<file path="src/rtl/t5_wbarb.sv">
// Two-master Wishbone arbiter: instruction and data masters share one slave port.
// Round-robin on contention, with a watchdog that converts a stalled transfer into an error.
module t5_wbarb #(
    parameter int XLEN  = 32,
    parameter int TBITS = 8
) (
    input  logic            sys_clk,
    input  logic            sys_rst,
    input  logic            iwb_stb,
    input  logic [XLEN-1:0] iwb_adr,
    output logic            iwb_ack,
    output logic            iwb_err,
    output logic [XLEN-1:0] iwb_dti,
    input  logic            dwb_stb,
    input  logic            dwb_wre,
    input  logic [3:0]      dwb_sel,
    input  logic [XLEN-1:0] dwb_adr,
    input  logic [XLEN-1:0] dwb_dto,
    output logic            dwb_ack,
    output logic            dwb_err,
    output logic [XLEN-1:0] dwb_dti,
    output logic            mwb_stb,
    output logic            mwb_wre,
    output logic [3:0]      mwb_sel,
    output logic [XLEN-1:0] mwb_adr,
    output logic [XLEN-1:0] mwb_dto,
    input  logic            mwb_ack,
    input  logic            mwb_err,
    input  logic [XLEN-1:0] mwb_dti,
    output logic [1:0]      gnt
);

    typedef enum logic [1:0] {IDLE, IGNT, DGNT, TERR} state_t;

    state_t             state_q, state_d;
    logic [TBITS-1:0]   cnt_q, cnt_d;
    logic [TBITS-1:0]   cnt_inc;
    logic               last_q, last_d;   // 0: instruction served last, 1: data
    logic               req_stb;

    always_ff @(posedge sys_clk or posedge sys_rst) begin
        if (sys_rst) begin
            state_q <= IDLE;
            cnt_q   <= '0;
            last_q  <= 1'b0;
        end else begin
            state_q <= state_d;
            cnt_q   <= cnt_d;
            last_q  <= last_d;
        end
    end

    assign cnt_inc = cnt_q + 1'b1;
    assign req_stb = (state_q == DGNT) ? dwb_stb : iwb_stb;

    always_comb begin
        state_d = state_q;
        cnt_d   = '0;
        last_d  = last_q;
        case (state_q)
            IDLE: begin
                if (iwb_stb && dwb_stb) begin
                    state_d = last_q ? IGNT : DGNT;
                end else if (iwb_stb) begin
                    state_d = IGNT;
                end else if (dwb_stb) begin
                    state_d = DGNT;
                end
            end
            IGNT, DGNT: begin
                // A slave response beats the watchdog when both land in the same cycle.
                if (mwb_ack || mwb_err || !req_stb) begin
                    state_d = IDLE;
                    last_d  = (state_q == DGNT);
                end else if (&cnt_inc) begin
                    state_d = TERR;
                    last_d  = (state_q == DGNT);
                end else begin
                    cnt_d = cnt_inc;
                end
            end
            TERR:    state_d = IDLE;
            default: state_d = IDLE;
        endcase
    end

    always_comb begin
        mwb_stb = 1'b0;
        mwb_wre = 1'b0;
        mwb_sel = 4'h0;
        mwb_adr = '0;
        mwb_dto = '0;
        iwb_ack = 1'b0;
        iwb_err = 1'b0;
        dwb_ack = 1'b0;
        dwb_err = 1'b0;
        gnt     = 2'b00;
        case (state_q)
            IGNT: begin
                gnt     = 2'b01;
                mwb_stb = iwb_stb;
                mwb_sel = 4'hF;
                mwb_adr = iwb_adr;
                iwb_ack = mwb_ack;
                iwb_err = mwb_err;
            end
            DGNT: begin
                gnt     = 2'b10;
                mwb_stb = dwb_stb;
                mwb_wre = dwb_wre;
                mwb_sel = dwb_sel;
                mwb_adr = dwb_adr;
                mwb_dto = dwb_dto;
                dwb_ack = mwb_ack;
                dwb_err = mwb_err;
            end
            TERR: begin
                iwb_err = ~last_q;
                dwb_err = last_q;
            end
            default: ;
        endcase
    end

    assign iwb_dti = mwb_dti;
    assign dwb_dti = mwb_dti;

endmodule

</file>
<file path="config.mk">
export PLATFORM = sky130hd
export DESIGN_NAME = t5_wbarb
export DESIGN_NICKNAME = d
export VERILOG_FILES = /design/src/rtl/t5_wbarb.sv
export SDC_FILE = /design/constraint.sdc
export NUM_CORES = 1
export LEC_CHECK = 0
export BUFFER_PORTS_ARGS = -buffer_cell sky130_fd_sc_hd__buf_2
export CORE_AREA = 2 2 109 111
export DETAILED_ROUTE_END_ITERATION = 8
export DIE_AREA = 0 0 111 113
export MAX_ROUTING_LAYER = met4
export PLACE_DENSITY_LB_ADDON = 0.05
export SLEW_MARGIN = 20
export SYNTH_ARGS = -nofsm -noshare
export SYNTH_HDL_FRONTEND = slang
export SYNTH_SLANG_ARGS = --single-unit
</file>
<file path="constraint.sdc">
create_clock -name sys_clk -period 2 [get_ports sys_clk]
set_input_delay 0.4 -clock sys_clk [delete_from_list [all_inputs] [get_ports sys_clk]]
set_output_delay 0.4 -clock sys_clk [all_outputs]
set_load 0.05 [all_outputs]
</file>
==> Yosys cells after proc, flatten, opt, wreduce, memory -nomap -nowiden <==
Index checks and enable logic that the tools add are counted.
{ "totals": {"regBits": 11, "latch_bits": 0, "ram_bits": 0, "mem_bits_ro": 0, "inputBits": 139, "out_inout_bits": 140, "memories": 0} }
{ "op_classes": {"addsub": 1, "mul": 0, "div_mod_pow": 0, "n_lt_le_gt_ge": 0, "n_eq_ne": 5, "n_shift": 0, "muxes": 23, "bitwise": 1, "reduce_logical": 10} }
{ "ops": {"columns": ["op", "count"], "rows": [
  ["$pmux 32 s2", 1],
  ["$mux 32", 1],
  ["$mux 8", 3],
  ["$mux 2", 6],
  ["$add 8x1->8 const B", 1],
  ["$pmux 4 s2", 1],
  ["$reduce_and 8->1", 1],
  ["$mux 1", 6],
  ["$pmux 1 s2", 3],
  ["$pmux 2 s3", 1],
  ["$eq 2x2->1 const B", 2],
  ["$ne 4x4->1 const B", 1],
  ["$pmux 2 s2", 1],
  ["$reduce_and 2->1", 2],
  ["$ne 3x3->1 const B", 1],
  ["$eq 2x1->1 const B", 1],
  ["$logic_not 2->1", 1],
  ["$logic_or 1x1->1", 2],
  ["$reduce_bool 2->1", 1],
  ["$reduce_or 2->1", 1],
  ["$logic_and 1x1->1", 1],
  ["$logic_not 1->1", 1],
  ["$not 1->1", 1]
]} }

==> Depth between registers and ports, before layout <==
Gate-level depths: netlist (run 1).
{ "depth": {"ltp_word": 6, "mapped_depth": 7} }

==> Worst setup path after synthesis (run 1) <==
OpenSTA, ideal clock, no wires.
{ "synth_path": {"kind": "register -> output", "startpoint": "register state_q[0]", "endpoint": "output port mwb_stb", "arrival_ps": 2402, "required_ps": 1600, "slack_ps": -802, "stages_incl_launch_ff": 7, "path_buffers": 2, "cell_sequence": "dfrtp_1 inv_1 ha_1 clkbuf_1 buf_1 a22oi_1 nor2_1"} }
{ "synth_via": {"elab_chain_len": 2, "word_cells_on_any_way": 3, "classes_between": "eq/ne: 2; mux: 1"} }
{ "synth_rtl": {"columns": ["element", "line", "rtl"], "rows": [
  ["from (decl)", "35", "state_t state_q, state_d;"],
  ["from (signal assigned)", "47", "state_q <= state_d;"],
  ["$eq 2x2->1 or $eq 2x1->1 (tied branches)", "98", "case (state_q)"],
  ["$pmux 1 s2 (*)", "98", null],
  ["to (decl)", "22", "output logic mwb_stb,"]
]} }
Mark *: on every way between the ends. The rest lies on a longest branch, timed or not.

==> Final worst setup path (run 1) <==
{ "layout_path": {"startpoint": "register state_q[0]", "endpoint": "output port mwb_adr[14]"} }
{ "layout_via": {"elab_chain_len": 2, "word_cells_on_any_way": 3, "classes_between": "eq/ne: 2; mux: 1"} }
{ "layout_rtl": {"columns": ["element", "line", "rtl"], "rows": [
  ["$eq 2x2->1 or $eq 2x1->1 (tied branches)", "98", null],
  ["$pmux 32 s2 (*)", "98", null],
  ["to (decl)", "25", "output logic [XLEN-1:0] mwb_adr,"]
]} }
Marked as above.

==> summary.md, run 1 <==
| Metric | Value |
|---|---|
| Share of the synthesized area in the top cell type | 24.73% |
| Drt total wl | 9.525 mm |
| Core box area | 11270 µm² |
| Hpwl dp | 7.328 mm |
| Avg Cell Area, Syn | 7.223 µm² |
| Clock sinks | 11 |
| Failing checks | negative setup slack |
| Max Clk Rate | 489.7 MHz |
| Synthesis-stage register bit count | 11 |
| Worst vdd ir | 833.2 µV |
| CP max FO | 5 |
| Post-synth top area cell | buf_4 |
| Total iterations of the first detailed-routing run | 4 |
| Area Overhead vs Synth | 109.1% |
| # nets final | 560 |
| Cell count after synthesis | 269 |
| Final setup vio count | 20 |
| Crit-path slowest cell | dfrtp_1 |
| Die Span Y | 113 µm |
| Worst path buffer plus inverter count | 3 |
| Die W | 111 µm |
| TritonCTS clock tree | done |
| Placer Congestion | 0.8215 |
| MaxCap Viol Count | 0 |
| Antenna violations before repair | 0 |
| Max-slew violation count | 0 |
| PwrDens | 1714 nW/µm² |
| Syn. warnings | 0 |
| Buffer depth of the longest clock path | 2 |
| Fillers | 1172 |
| Setup crit start kind | register |
| Vias in the first global route | 2440 |
| Status | finished, violations left |
| Hold slack | 172.2 ps |
| Top post-synthesis cells by count | buf_4, nor2_1, and2_1, a22oi_1, clkbuf_1 |
| CTS Buf Count | 3 |
| RSZ-0062 raised after global routing | true |
| Top post-synthesis cells by area | buf_4, dfrtp_1, a22oi_1, and2_1, nor2_1 |
| DR WL/cell | 17.16 µm |
| Tmin final | 2042 ps |
| Die area | 12540 µm² |
| Crit end category | output pin |
| Count of cell types in the netlist | 35 |
| Seq/Total Area, Yosys | 14.17% |
| ANT cells | 0 |
| Routed vias | 2376 |
| Ys flop type | dfrtp_1 |
| Via density | 4.281 |
| Worst Path Arrival | 1640 ps |
| Worst-Skew Late Latency | 240 ps |
| Hold buffer count at CTS | 0 |
| # IOs | 279 |
| Layout Skew | 0.6053 ps |
| Pin count of the biggest net entering global routing | 29 |
| DRT antenna net count | 0 |
| P_leak | 1.749 nW |
| Ratio of cells with drive above 1 in the final layout | 84.95% |
| Crit Path Class | register to output pin |
| Syn Nets | 416 |
| Residual DRC | 0 |
| CTS clock-pin slew for the worst setup and hold paths | 40 ps |
| Post-synthesis async set-or-reset flop share | 100.0% |
| Hold Vio Cnt, Final | 0 |
| Required @ worst endpoint | 1600 ps |
| Global-route wire length before repair | 14.02 mm |
| Count leader, synth | buf_4 |
| Drt initial violations | 75 |
| Worst-Margin Slew | 476.2 ps |
| Worst Hold Class | input port to async pin |
| Critical path, cell by cell | buf_6, ha_4, buf_12, a22oi_2, nor2_4, buf_8 |
| GRT Residual Overflow | 0 |
| Initial core utilization | 17.24% |
| Port Buf Inserts | 182 |
| Root Buffer | clkbuf_16 |
| Total GRT Usage | 14.21% |
| Slowest Stage Delay on Critical Path | 420 ps |
| Mapped cell area | 1943 µm² |
| Row cnt | 39 |
| CTS H-tree lvls | 1 |
| Number of synthesized flops with an enable pin | 0 |
| Setup TNS | -258.7 ps |
| Final Util | 36.04% |
| Period utilization | 102.1% |
| Slew HR | 68.22% |
| CP top delay family | buffers and inverters |
| Fin worst setup slack | -42.19 ps |
## worst paths after layout
kind / slack [ps] / endpoint / startpoint / depth (start not counted)
min reg2reg: 610 / state_q[0] / state_q[0] / 1
max: -40 / mwb_adr[14] / state_q[0] / 6
min in group sys_clk: 580 / cnt_q[7] / mwb_err / 4
min: 170 / cnt_q[6] / sys_rst / 2
max reg2reg: -30 / last_q / cnt_q[0] / 6
max in group asynchronous: 1480 / cnt_q[0] / sys_rst / 2
## stage by stage
| stage | worst slack (ps) | instance area [µm²] | std cells | power, W |
|---|---|---|---|---|
| after floorplan | -27.64 | 2317 | 269 | 0.004321 |
| after global placement | -52.00 | 3043 | 538 | 0.005056 |
| after detailed placement | -75.92 | 3043 | 538 | 0.005062 |
| after CTS | -56.93 | 3762 | 548 | 0.006509 |
| after global routing | -111.4 | 4063 | 555 | 0.007293 |
| final | -42.19 | 4063 | 555 | 0.006964 |
## cell type report
type	instances	area (µm²)	share of cell area (%)
Timing Repair Buffer	220	1828	45.00
Multi-Input combinational cell	169	1655	40.75
Tap cell	143	178.9	4.404
Clock buffer	4	78.83	1.940
Sequential cell	11	279.0	6.868
Inverter	8	42.54	1.047
## cells by family after synthesis
kind of cell	Yosys count	synth area share, %
simple gates	102	26.79
buf+inv	89	29.94
compound gates	52	20.22
flops	11	14.17
fa+ha+maj	8	5.152
mux	4	2.382
xor+xnor	3	1.352
## state kept, by name, summed over array words and instances (netlist names)
register  cells
cnt_q         8
state_q       2
last_q        1
## power breakdown
| group | switching, W | leakage (nW) | internal [W] |
|---|---|---|---|
| Sequential | 0.0000379 | 0.144 | 0.000256 |
| Clock | 0.000102 | 0.0382 | 0.000268 |
| Combinational | 0.00381 | 1.57 | 0.00249 |
## cells in the final DEF, fill, tap and decap left out, types with 3 or more instances in the layout
master and count:
nor2_1 8, ha_4 4, dfrtp_2 3, buf_6 35, and2_2 27, and2_4 5, buf_2 108, ha_1 4
or3_1 3, clkbuf_16 7, nor2_4 35, nand2_1 3, buf_4 47, and2_1 6, a21oi_2 4, nand3_1 4
buf_8 19, nor3_1 3, dfrtp_1 8, buf_12 5, o21ai_0 5, a22oi_2 32, inv_1 5
## routing by layer
layer | share of wire, % | wire, µm | GRT usage, %
met1 | 36 | 3464 | 15.32
met2 | 55 | 5277 | 26.67
met3 | 6.3 | 597 | 3.428
met4 | 1.9 | 185 | 2.750
met5 | 0 | 0 | -
## worst register-to-register path: cells and delay by family, from the launching register on
| kind | cells | cell delay, ps |
|---|---|---|
| simple gates | 1 | 520 |
| flops | 1 | 440 |
| mux | 1 | 340 |
| compound gates | 2 | 300 |
| fa+ha+maj | 1 | 190 |
| xor+xnor | 1 | 130 |
## timing repair
item                                    in CTS  in global routing
pin swaps                                   31                  3
setup buffers                                4                  3
endpoints found under the setup margin      82                 84
cloned                                       2                  4
resized for setup                          160                 49
Power figures use the tool's default switching activity.
==> run 2, diff against run 1 <==
Settings changed: REMOVE_ABC_BUFFERS from default to 1.
Clock period 2 ns to 1.7 ns, I/O delays scaled along.
==> run 2 against run 1 <==
  * The run still ends with negative setup slack left
  * Power up 49%
  * Global-route usage up 9.8 points
  * Clock skew up 3.4 ps
  * Sequential share of layout area down 1.2 points
  * Cell area up 20%
  * Hold slack worse by 47 ps
  * First-iteration DRC count up 65%
  * Worst setup slack worse by 300 ps
  * Sequential cell count unchanged
  * Clock power up 16%
  * Via count up 16%
  * Register-to-register slack worse by 300 ps
  * Critical path type unchanged
  * Critical endpoint is now dwb_err
  * Largest power group unchanged
==> summary.md, run 2 (same netlist as run 1, synthesis figures left out) <==
| Metric | Value |
|---|---|
| Initial core utilization | 17.24% (unchanged) |
| # nets final | 592 (+5.7%) |
| Routed vias | 2762 (+16%) |
| Final setup vio count | 86 (+330%) |
| Buffer depth of the longest clock path | 2 (unchanged) |
| Worst Hold Class | input port to async pin |
| Hold Vio Cnt, Final | 0 (unchanged) |
| Max-slew violation count | 0 (unchanged) |
| Crit end category | output pin |
| Clock sinks | 11 (unchanged) |
| Max Clk Rate | 490.3 MHz |
| Row cnt | 39 (unchanged) |
| Total iterations of the first detailed-routing run | 4 (unchanged) |
| Tmin final | 2040 ps |
| Core box area | 11270 µm² (unchanged) |
| Top flop regs | cnt_q (8), state_q (2), last_q (1) |
| Vias in the first global route | 2864 (+17%) |
| Placer Congestion | 0.9144 (+11%) |
| Worst-Skew Late Latency | 240 ps (about the same) |
| Crit Path Class | register to output pin |
| Pin count of the biggest net entering global routing | 19 (-34%) |
| GRT Residual Overflow | 0 (unchanged) |
| Commonest non-fill, non-tap cell in the layout | buf_2 |
| P_leak | 2.134 nW (+22%) |
| DRT antenna net count | 0 (unchanged) |
| CTS Buf Count | 3 (unchanged) |
| Period utilization | 120.0% |
| Hpwl dp | 11.99 mm (+64%) |
| Final Util | 43.26% (+7.2 points) |
| Port Buf Inserts | 182 (unchanged) |
| Setup crit start kind | register |
| Drt initial violations | 124 (+65%) |
| Required @ worst endpoint | 1360 ps (-240 ps) |
| DR WL/cell | 26.61 µm (+55%) |
| Slew HR | 65.60% (-2.6 points) |
| Worst Path Arrival | 1700 ps (+60 ps) |
| Residual DRC | 0 (unchanged) |
| Pre-CTS setup slack | -433.3 ps (-357.4 ps) |
| Fillers | 1094 (-6.7%) |
| Global-route wire length before repair | 20.95 mm (+49%) |
| Worst-Margin Slew | 515.4 ps (+39.15 ps) |
| # IOs | 279 (unchanged) |
| Root Buffer | clkbuf_16 |
| Commonest cells after routing, fill and taps aside | buf_2, buf_8, buf_6, and2_4, a22oi_2 |
| Antenna violations before repair | 2 (+2) |
| CP max FO | 5 (unchanged) |
| Area Overhead vs Synth | 150.9% |
| RSZ-0062 raised after global routing | true |
| Worst vdd ir | 1453 µV (+74%) |
| CTS clock-pin slew for the worst setup and hold paths | 40 ps (about the same) |
| Max reg flops | 8 (unchanged) |
| Fin worst setup slack | -339.7 ps (-297.6 ps) |
| Most flops, register | cnt_q |
| Layout Skew | 4.016 ps (+3.411 ps) |
| Status | finished, violations left |
| Ratio of cells with drive above 1 in the final layout | 87.84% (+2.9 points) |
| Die Span Y | 113 µm (unchanged) |
| Failing checks | negative setup slack |
| Drt total wl | 15.67 mm (+65%) |
| TritonCTS clock tree | done |
| Die area | 12540 µm² (unchanged) |
| Die W | 111 µm (unchanged) |
| Via density | 4.689 (+9.5%) |
| Total GRT Usage | 23.96% (+9.8 points) |
| MaxCap Viol Count | 0 (unchanged) |
| PwrDens | 2130 nW/µm² (+24%) |
| CTS H-tree lvls | 1 (unchanged) |
==> run 2: cell types whose count changed in the layout (fill, tap and decap cells not counted), moves of 8 or more <==
cell / delta
nor2_4: -8
buf_12: +12
and2_4: +31
buf_8: +27
and2_2: -27
buf_4: -18
==> run 2: layout make-up <==
class	instances	area [µm²]	area share, %
flip-flops and latches	11	275.3	5.645
multi-input cells	169	1730	35.49
inverters	8	37.54	0.7698
clock buffers	4	78.83	1.617
diodes	2	5.005	0.1026
repair buffers	252	2570	52.71
well taps	143	178.9	3.669
==> run 2: per-layer routing <==
metal	GRT usage, %	part of all wire [%]
met1	29.82	43
met2	32.68	42
met3	15.53	14
met4	4.333	1.5
met5	-	0
==> run 2: repair_timing <==
| action | CTS | global route |
|---|---|---|
| setup buffers | 10 | 12 |
| pin swaps | 22 | 30 |
| cloned | 9 | 6 |
| resized for setup | 329 | 73 |
| hold buffers | 0 | 0 |
| hold endpoints to repair | 0 | 0 |
| setup endpoints to repair | 86 | 86 |
==> run 2: path summary, 6_finish.rpt <==
| kind | depth (start not counted) | from | endpoint | slack, ps |
|---|---|---|---|---|
| worst max-delay path | 7 | state_q[1] | dwb_err | -340 |
| worst min-delay path | 2 | sys_rst | cnt_q[0] | 130 |
| worst max register to register | 6 | cnt_q[1] | last_q | -330 |
| worst min register to register | 1 | last_q | last_q | 660 |
| max in group asynchronous | 2 | sys_rst | cnt_q[7] | 1230 |
| min in group sys_clk | 4 | iwb_stb | state_q[1] | 560 |
==> run 2: power breakdown <==
group	internal, W	switching (W)	leakage (nW)
clock network	0.000315	0.000115	0.0382
registers	0.000300	0.0000391	0.149
logic	0.00458	0.00504	1.95
total	0.00519	0.00519	2.13
==> run 2: stage by stage <==
stage	std cells	TNS, ps	area (µm²)	hold WS, ps	power, W
after floorplan	188	-116830	1391	192.4	0.003627
after global placement	551	-11220	2897	400.4	0.005477
after detailed placement	551	-10580	2897	394.0	0.005441
after CTS	574	-21170	4441	137.2	0.009313
after global routing	588	-26160	4873	151.5	0.01077
final	589	-22130	4876	125.5	0.01039
==> run 2: critical path: stages (launching register included) <==
cell	delay, ps
dfrtp_1	390
buf_6	130
ha_4	170
buf_12	130
buf_12	130
buf_6	110
a22o_1	230
buf_12	160
==> run 3, diff against run 2 <==
Settings changed: CTS_BUF_LIST from default to sky130_fd_sc_hd__clkbuf_8 sky130_fd_sc_hd__clkbuf_16.
==> run 3 against run 2 <==
  * Clock skew is essentially flat
  * Register-to-register slack is essentially flat
  * First-iteration DRC count is the same
  * Utilization is the same
  * Final cell count is the same
  * Sequential share of layout area is the same
  * Die area is the same
  * Critical endpoint unchanged
  * Critical path depth is the same
  * The run still ends with negative setup slack left
  * Cell area is the same
  * Hold slack is essentially flat
  * Worst setup slack is essentially flat
==> summary.md, run 3 (same netlist as run 1, synthesis figures left out) <==
| Metric | Value |
|---|---|
| GRT Residual Overflow | 0 (unchanged) |
| CTS clock-pin slew for the worst setup and hold paths | 40 ps (about the same) |
| Vias in the first global route | 2864 (unchanged) |
| Pin count of the biggest net entering global routing | 19 (unchanged) |
| Crit end category | output pin |
| Ratio of cells with drive above 1 in the final layout | 87.84% (unchanged) |
| Status | finished, violations left |
| Drt initial violations | 124 (unchanged) |
| Gate power share | 92.6% (about the same) |
| Antenna violations before repair | 2 (unchanged) |
| Area Overhead vs Synth | 150.9% (unchanged) |
| Overall Power | 0.01038 W (about the same) |
| Root Buffer | clkbuf_16 |
| Period utilization | 120.0% (about the same) |
| Commonest non-fill, non-tap cell in the layout | buf_2 |
| Row cnt | 39 (unchanged) |
| Setup crit start kind | register |
| Total iterations of the first detailed-routing run | 4 (unchanged) |
| Crit Path Class | register to output pin |
| P_leak | 2.139 nW (+0.19%) |
| Fin worst setup slack | -339.9 ps (-0.1730 ps) |
| # nets final | 592 (unchanged) |
| Routed vias | 2762 (unchanged) |
| Hpwl dp | 11.99 mm (unchanged) |
| Required @ worst endpoint | 1360 ps (about the same) |
| # IOs | 279 (unchanged) |
| CTS Buf Count | 3 (unchanged) |
| Initial core utilization | 17.24% (unchanged) |
| Core box area | 11270 µm² (unchanged) |
| Internal | 0.005188 W (-0.12%) |
| Total GRT Usage | 23.96% (unchanged) |
| Max reg flops | 8 (unchanged) |
| Layout Skew | 4.163 ps (+0.1466 ps) |
| Number of instances in the placed design | 551 (unchanged) |
| Residual DRC | 0 (unchanged) |
| Hold slack | 125.3 ps (-0.1890 ps) |
| Max Clk Rate | 490.2 MHz (about the same) |
| Worst-Skew Late Latency | 240 ps (about the same) |
| DR WL/cell | 26.61 µm (about the same) |
| Port Buf Inserts | 182 (unchanged) |
| Die area | 12540 µm² (unchanged) |
| Commonest cells after routing, fill and taps aside | buf_2, buf_8, buf_6, and2_4, a22oi_2 |
| TritonCTS clock tree | done |
| Tmin final | 2040 ps (+0.1730 ps) |
| Worst Path Arrival | 1700 ps (about the same) |
| Final setup vio count | 86 (unchanged) |
| MaxCap Viol Count | 0 (unchanged) |
| CTS H-tree lvls | 1 (unchanged) |
| Drt total wl | 15.67 mm (about the same) |
| Max-slew violation count | 0 (unchanged) |
| Via density | 4.689 (unchanged) |
| Placer Congestion | 0.9144 (unchanged) |
| Final Non-Filler Cells | 589 (unchanged) |
| Top flop regs | cnt_q (8), state_q (2), last_q (1) |
| Sw Share | 50.03% (about the same) |
| PwrDens | 2129 nW/µm² (about the same) |
| Clock share of power | 4.1% (about the same) |
| Die W | 111 µm (unchanged) |
| Buffer depth of the longest clock path | 2 (unchanged) |
| Die Span Y | 113 µm (unchanged) |
| Failing checks | negative setup slack |
| RSZ-0062 raised after global routing | true |
| Pre-CTS setup slack | -433.3 ps (unchanged) |
| Hold buffer count at CTS | 0 (unchanged) |
| Worst-Margin Slew | 515.4 ps (unchanged) |
| CP max FO | 5 (unchanged) |
| Clock sinks | 11 (unchanged) |
| Worst Hold Class | input port to async pin |
| Most flops, register | cnt_q |
| DRT antenna net count | 0 (unchanged) |
| Global-route wire length before repair | 20.95 mm (unchanged) |
| Slew HR | 65.60% (unchanged) |
| Switching Power | 0.005194 W (about the same) |
| Worst vdd ir | 1453 µV (unchanged) |
| Seq pwr share | 3.3% (about the same) |
| Hold Vio Cnt, Final | 0 (unchanged) |
[run 3: cell types whose count changed in the layout (fill, tap and decap cells not counted), sizes merged]
cell | previous run | this run
clkbuf | 9 | 8
inv | 8 | 9
[run 3: stage by stage]
stage | cell area [µm²] | setup TNS, ps | util (%)
6_report | 4876 | -22150 | 43.26
5_1_grt | 4873 | -26170 | 43.23
4_1_cts | 4441 | -21190 | 39.39
3_5_place_dp | 2897 | -10580 | 25.70
3_3_place_gp | 2897 | -11220 | 25.70
2_1_floorplan | 1391 | -116830 | -
[run 3: critical path, stage by stage (launching register included)]
cell and delay [ps]:
dfrtp_1 390, buf_6 130, ha_4 170, buf_12 130, buf_12 130, buf_6 110
a22o_1 230, buf_12 160
[run 3: cell type report]
cell class	count	area (µm²)
Inverter	8	37.54
Fill cell	1094	6396
Timing Repair Buffer	252	2570
Clock buffer	3	75.07
Tap cell	143	178.9
Antenna cell	2	5.005
Multi-Input combinational cell	169	1730
Clock inverter	1	3.754
Sequential cell	11	275.3
[run 3: power groups by stage]
| stage | Combinational (W) | Sequential [W] | Clock, W |
|---|---|---|---|
| final | 0.00962 | 0.000339 | 0.000424 |
| after global routing | 0.00996 | 0.000345 | 0.000463 |
| after CTS | 0.00853 | 0.000335 | 0.000444 |
| after detailed placement | 0.00511 | 0.000330 | 0 |
| after global placement | 0.00515 | 0.000331 | 0 |
| after floorplan | 0.00329 | 0.000334 | 0 |
[run 3: final timing paths]
kind	from	endpoint	slack, ps	cells after the start
max	state_q[1]	dwb_err	-340	7
max reg2reg	cnt_q[1]	last_q	-330	6
min	sys_rst	cnt_q[0]	130	2
max in group asynchronous	sys_rst	cnt_q[7]	1230	2
min reg2reg	last_q	last_q	660	1
min in group sys_clk	iwb_stb	state_q[1]	560	4
[run 3: repair_timing]
item                       4_1_cts  5_1_grt
resized for setup              329       73
setup endpoints to repair       86       86
setup buffers                   10       12
gates cloned                     9        6
pin swaps                       22       30
[run 3: per-layer routing]
layer	wire, µm	share of wire (%)	vias up	track usage (%)
met1	6681	43	1327	29.82
li1	-	-	1205	-
met3	2221	14	9	15.53
met2	6533	42	221	32.68
met5	0	0	-	-
met4	237	1.5	0	4.333
